### src/rtl/seg_scan_display.sv
// N-digit time-multiplexed seven-segment scan driver with double-buffered data,
// per-digit blank/flash, leading-zero suppression and selectable output polarity.
module seg_scan_display #(
    parameter int unsigned DIGITS     = 8,
    parameter int unsigned SCAN_DIV   = 17,
    parameter int unsigned FLASH_DIV  = 25,
    parameter int unsigned ACTIVE_LOW = 1
) (
    input  logic                       clk,
    input  logic                       rst,
    input  logic [4*DIGITS-1:0]        hexs,
    input  logic [DIGITS-1:0]          points,
    input  logic [DIGITS-1:0]          les,
    input  logic [DIGITS-1:0]          flash,
    input  logic                       lzs,
    input  logic                       load,
    output logic [DIGITS-1:0]          AN,
    output logic [7:0]                 SEGMENT,
    output logic [$clog2(DIGITS)-1:0]  digit_idx
);

    localparam int unsigned       IdxW    = $clog2(DIGITS);
    localparam logic [IdxW-1:0]   IdxLast = IdxW'(DIGITS - 1);
    localparam logic [DIGITS-1:0] AnOff   = (ACTIVE_LOW != 0) ? {DIGITS{1'b1}} : {DIGITS{1'b0}};
    localparam logic [7:0]        SegOff  = (ACTIVE_LOW != 0) ? 8'hFF : 8'h00;

    logic [FLASH_DIV-1:0] presc_q, presc_d;
    logic [IdxW-1:0]      idx_q, idx_d;
    logic [4*DIGITS-1:0]  hex_q, hex_d;
    logic [DIGITS-1:0]    points_q, points_d;
    logic [DIGITS-1:0]    les_q, les_d;
    logic [DIGITS-1:0]    flash_q, flash_d;
    logic [DIGITS-1:0]    an_q, an_d;
    logic [7:0]           seg_q, seg_d;
    logic [IdxW-1:0]      didx_q, didx_d;

    logic                 tick;
    logic                 phase;
    logic [3:0]           nib [DIGITS];
    logic [DIGITS-1:0]    lead_zero;
    logic                 zero_run;
    logic                 blank;
    logic [DIGITS-1:0]    an_act;
    logic [7:0]           seg_act;

    // Active-high gfedcba pattern for one hex nibble.
    function automatic logic [6:0] decode(input logic [3:0] n);
        logic [6:0] s;
        unique case (n)
            4'h0: s = 7'h3F;
            4'h1: s = 7'h06;
            4'h2: s = 7'h5B;
            4'h3: s = 7'h4F;
            4'h4: s = 7'h66;
            4'h5: s = 7'h6D;
            4'h6: s = 7'h7D;
            4'h7: s = 7'h07;
            4'h8: s = 7'h7F;
            4'h9: s = 7'h6F;
            4'hA: s = 7'h77;
            4'hB: s = 7'h7C;
            4'hC: s = 7'h39;
            4'hD: s = 7'h5E;
            4'hE: s = 7'h79;
            default: s = 7'h71;
        endcase
        return s;
    endfunction

    always_comb begin
        presc_d = presc_q + 1'b1;
        tick    = &presc_q[SCAN_DIV-1:0];
        phase   = presc_q[FLASH_DIV-1];

        idx_d = idx_q;
        if (tick) begin
            idx_d = (idx_q == IdxLast) ? '0 : idx_q + 1'b1;
        end

        hex_d    = hex_q;
        points_d = points_q;
        les_d    = les_q;
        flash_d  = flash_q;
        if (load) begin
            hex_d    = hexs;
            points_d = points;
            les_d    = les;
            flash_d  = flash;
        end
    end

    always_comb begin
        for (int i = 0; i < DIGITS; i++) begin
            nib[i] = hex_q[4*i +: 4];
        end
    end

    // Walk down from the most significant digit; a digit is a leading zero while
    // every nibble from the top down to it is zero. Digit 0 always shows.
    always_comb begin
        zero_run  = 1'b1;
        lead_zero = '0;
        for (int i = DIGITS - 1; i >= 0; i--) begin
            zero_run     = zero_run & (nib[i] == 4'h0);
            lead_zero[i] = zero_run;
        end
        lead_zero[0] = 1'b0;
    end

    always_comb begin
        an_act  = '0;
        seg_act = '0;
        blank   = les_q[idx_q] | (flash_q[idx_q] & ~phase);
        if (!blank) begin
            an_act[idx_q] = 1'b1;
            seg_act = {points_q[idx_q], (lzs && lead_zero[idx_q]) ? 7'h00 : decode(nib[idx_q])};
        end
        an_d   = (ACTIVE_LOW != 0) ? ~an_act : an_act;
        seg_d  = (ACTIVE_LOW != 0) ? ~seg_act : seg_act;
        didx_d = idx_q;
    end

    always_ff @(posedge clk) begin
        if (rst) begin
            presc_q  <= '0;
            idx_q    <= '0;
            hex_q    <= '0;
            points_q <= '0;
            les_q    <= '0;
            flash_q  <= '0;
            an_q     <= AnOff;
            seg_q    <= SegOff;
            didx_q   <= '0;
        end else begin
            presc_q  <= presc_d;
            idx_q    <= idx_d;
            hex_q    <= hex_d;
            points_q <= points_d;
            les_q    <= les_d;
            flash_q  <= flash_d;
            an_q     <= an_d;
            seg_q    <= seg_d;
            didx_q   <= didx_d;
        end
    end

    assign AN        = an_q;
    assign SEGMENT   = seg_q;
    assign digit_idx = didx_q;

endmodule

### config.mk
export PLATFORM = sky130hd
export DESIGN_NAME = seg_scan_display
export DESIGN_NICKNAME = d
export VERILOG_FILES = /design/src/rtl/seg_scan_display.sv
export SDC_FILE = /design/constraint.sdc
export NUM_CORES = 1
export LEC_CHECK = 0
export ABC_AREA = 1
export CAP_MARGIN = 20
export CELL_PAD_IN_SITES_DETAIL_PLACEMENT = 0
export CELL_PAD_IN_SITES_GLOBAL_PLACEMENT = 1
export CORE_ASPECT_RATIO = 0.8
export CORE_MARGIN = 5
export CORE_UTILIZATION = 38
export CTS_CLUSTER_DIAMETER = 100
export DETAILED_ROUTE_END_ITERATION = 10
export GPL_TIMING_DRIVEN = 0
export PLACE_DENSITY_LB_ADDON = 0.12
export SLEW_MARGIN = 20
export SYNTH_ARGS = -nofsm -noshare
export SYNTH_HDL_FRONTEND = slang
export SYNTH_SLANG_ARGS = --single-unit
### constraint.sdc
create_clock -name clk -period 2.9 [get_ports clk]
set_clock_uncertainty 0.2 [all_clocks]
set_input_delay 0.58 -clock clk [delete_from_list [all_inputs] [get_ports clk]]
set_output_delay 0.58 -clock clk [all_outputs]
set_load 0.02 [all_outputs]
==> summary.txt <==
Routing
  • Detail-routed net length per standard cell: 15.7 um
  • DR vias/cell: 5.08
  • Detailed-route DRC error count: 0
  • First-iteration detailed-routing DRC count: 516
  • Post-route ant nets: 0
  • Vias after detailed routing: 4701
  • Routed Wire Length: 14500 um
  • First drt pass iteration count: 5

Worst setup path
  • Cell family with the largest share of critical-path delay: simple AND/OR/NAND/NOR gates
  • Cells along the critical path: buf_6 > buf_2 > nand2_1 > nand3_1 > nand2_1 > nor2_1 > inv_1 > ha_1 > o21ai_1 > nand2_1 > nand2_1 > nand3_1
  • Required time of the worst setup path: 2.93 ns
  • Cell with the largest stage delay on the worst path: sky130_fd_sc_hd__nor2_1
  • Number of buffers and inverters on the critical path: 3
  • Type of the worst setup path: register to register
  • Number of cells on the critical path: 12
  • Setup crit start kind: register
  • Length in cells of the worst reg-to-reg path: 12
  • Max stage delay on crit path: 0.39 ns
  • Crit end category: register
  • Cell type with the highest occurrence count on the critical path: sky130_fd_sc_hd__nand2_1
  • Worst Path Arrival: 2.62 ns
  • Maximum fanout along the worst path: 10

Global routing
  • Overall overflow remaining after global route: 0
  • Antenna violations before repair: 0
  • Number of global-route vias before repair: 4276
  • First-pass GRT wire length: 22800 um
  • Pin count of the biggest net entering global routing: 18
  • Total routing resource utilization after global routing: 20.1%

STA
  • Remaining max-slew budget at the tightest pin: 54.1%
  • Final hold vios: 0
  • Final number of max-transition violations: 0
  • Fmax: 386 MHz
  • Final sum of negative setup slack: 0 ns
  • Crit path setup slack, layout: 0.308 ns
  • Setup-violating endpoint count in the final report: 0
  • Tightest hold margin: 0.254 ns
  • Worst-margin pin slew: 0.688 ns
  • Share of the cycle needed by the critical path after routing: 89.4%
  • Final critical delay including setup and external delays: 2.59 ns
  • Unrepaired setup endpoints after global routing: false

CTS
  • Maximum root-to-sink buffer count: 2
  • Buffer cell driving the clock tree root: sky130_fd_sc_hd__clkbuf_16
  • H-tree level count: 3
  • Cts bufs inserted: 9
  • Cells resized by post-CTS repair: 0
  • Source-to-sink clock delay at the later pin of the worst-skew pair: 0.35 ns
  • Buffers inserted during post-CTS setup optimization: 0
  • TritonCTS clock tree: done
  • Clock transition at the register clock pins on the worst setup and hold paths after CTS: 0.07 ns
  • Hold-fix buffers, CTS: 0
  • CTS sink count: 103

Yosys
  • Dominant synthesized flop cell: sky130_fd_sc_hd__dfxtp_1
  • Area contributors post-synth: sky130_fd_sc_hd__dfxtp_1 (44%), sky130_fd_sc_hd__nand2_1 (11%), sky130_fd_sc_hd__nor2_1 (7.9%), sky130_fd_sc_hd__o21ai_0 (7.4%), sky130_fd_sc_hd__inv_1 (6.1%)
  • Synth top cells by count: sky130_fd_sc_hd__nand2_1 (137), sky130_fd_sc_hd__dfxtp_1 (103), sky130_fd_sc_hd__nor2_1 (99)
  • Leading cell type by number of instances after synthesis: sky130_fd_sc_hd__nand2_1
  • Post-synth cell types: 31
  • EDFF count, synth: 0
  • Yosys warnings: 0
  • Portion of synthesized cell area occupied by the leading cell type: 43.7%
  • Number of instances in the synthesized netlist: 681
  • Post-synth top area cell: sky130_fd_sc_hd__dfxtp_1
  • Post-synth ARST share: 0%
  • Avg Cell Area, Syn: 6.92 um^2
  • Netlist Area Pre-Place: 4720 um^2
  • Part of the Yosys area used for sequential elements: 43.7%
  • Number of storage elements in the synthesis netlist: 103
  • Post-synth net total: 751

Placed design
  • Post-detailed-placement cell area: 5680 um^2
  • Port-buffer cells: 77
  • Pre-CTS worst setup slack: -0.0221 ns
  • Detailed-placement wirelength estimate: 10700 um
  • Cell Count Post-Placement: 910
  • Routability Congestion: 0.913

Finish
  • Post-layout net count: 839
  • Cell area after layout: 5980 um^2
  • Finished Layout Cells: 926
  • Signed area change from the synthesized netlist to the final layout: 26.8%
  • Filler cells: 1234
  • Share of final-layout standard cells stronger than drive strength 1: 5.68%
  • Sequential cell area in the final layout: 2060 um^2
  • Total area of multi-input combinational cells: 2210 um^2
  • Antenna Diode Count: 0

Worst hold path
  • Type of the tightest min-delay check: register to register
  • Worst hold path depth: 1

Pwr
  • Maximum vdd drop: 0.276 mV
  • LEAKAGE: 2.49 nW
  • P per Cell Area: 523 nW/um^2

Floorplan
  • Total number of placement rows: 36
  • Die Wd: 135 um
  • Die boundary height: 110 um
  • Number of top-level pins: 79
  • Placeable core area: 12200 um^2
  • Die area: 14800 um^2
  • Initial Util: 38.8%

Outcome
  • Status: finished, final reports clean

Run
  • Max-cap violations: 0
-- state kept, by name (all words and copies together), names as in the netlist --
| signal | flops |
|---|---|
| didx_d | 3 |
| les_q | 8 |
| hex_q | 32 |
| digit_idx | 3 |
| SEGMENT | 8 |
| points_q | 8 |
| flash_q | 8 |
| AN | 8 |
| presc_q | 25 |
-- layer usage --
layer  part of all wire [%]  up-vias  GRT usage, %
li1                       -     2362             -
met1                     51     2157          31.2
met2                     38      167          26.7
met3                    9.3       15          5.72
met4                    1.1        0          4.94
met5                      0        -             0
-- kinds of logic (layout without fill, tap and decap cells) --
| logic type | Yosys count | after routing | synth area share, % |
|---|---|---|---|
| compound gates | 134 | 134 | 14.6 |
| xor+xnor | 4 | 4 | 0.743 |
| fa+ha+maj | 10 | 10 | 2.65 |
| buf+inv | 110 | 203 | 9.47 |
| flops | 103 | 103 | 43.7 |
| simple gates | 320 | 320 | 28.8 |
-- where the power goes --
group          switching (mW)  internal [mW]  leakage, nW
Clock                   0.563          0.676        0.143
Combinational           0.211          0.166         1.50
Sequential             0.0268           1.48        0.848
Total                   0.800           2.33         2.49
-- path summary, 6_finish.rpt --
| check | start | endpoint | slack [ns] |
|---|---|---|---|
| worst max-delay path | didx_d[0] | SEGMENT[5] | 0.31 |
| worst min-delay path | presc_q[0] | presc_q[0] | 0.25 |
| worst max register to register | didx_d[0] | SEGMENT[5] | 0.31 |
| worst min register to register | presc_q[0] | presc_q[0] | 0.25 |
-- cell usage in the layout, fill, tap and decap left out, types with 6 or more instances in the layout --
master                            count
sky130_fd_sc_hd__dfxtp_1            103
sky130_fd_sc_hd__nand3_1             56
sky130_fd_sc_hd__o21ai_0             70
sky130_fd_sc_hd__a21oi_1             53
sky130_fd_sc_hd__nor2_1              99
sky130_fd_sc_hd__inv_1               77
sky130_fd_sc_hd__clkbuf_16            9
sky130_fd_sc_hd__ha_1                10
sky130_fd_sc_hd__buf_2                6
sky130_fd_sc_hd__nand2_1            137
sky130_fd_sc_hd__clkbuf_1            20
sky130_fd_sc_hd__clkdlybuf4s50_1     77
-- metrics by stage --
step / utilization, % / total power [mW]
global route: 49.2 / 3.28
detailed placement: 46.7 / 1.92
finish: 49.2 / 3.13
CTS: 49.1 / 3.15
floorplan: - / 1.74
global placement: 46.7 / 1.91
-- final cells by class --
class	instances	share of cell area, %
Clock inverter	6	1.15
Sequential cell	103	34.5
Timing Repair Buffer	77	12.9
Multi-Input combinational cell	468	37.0
Clock buffer	10	3.83
Tap cell	152	3.18
Buffer	29	2.39
Inverter	81	5.08
No activity file was read; power rests on OpenSTA's default activity.
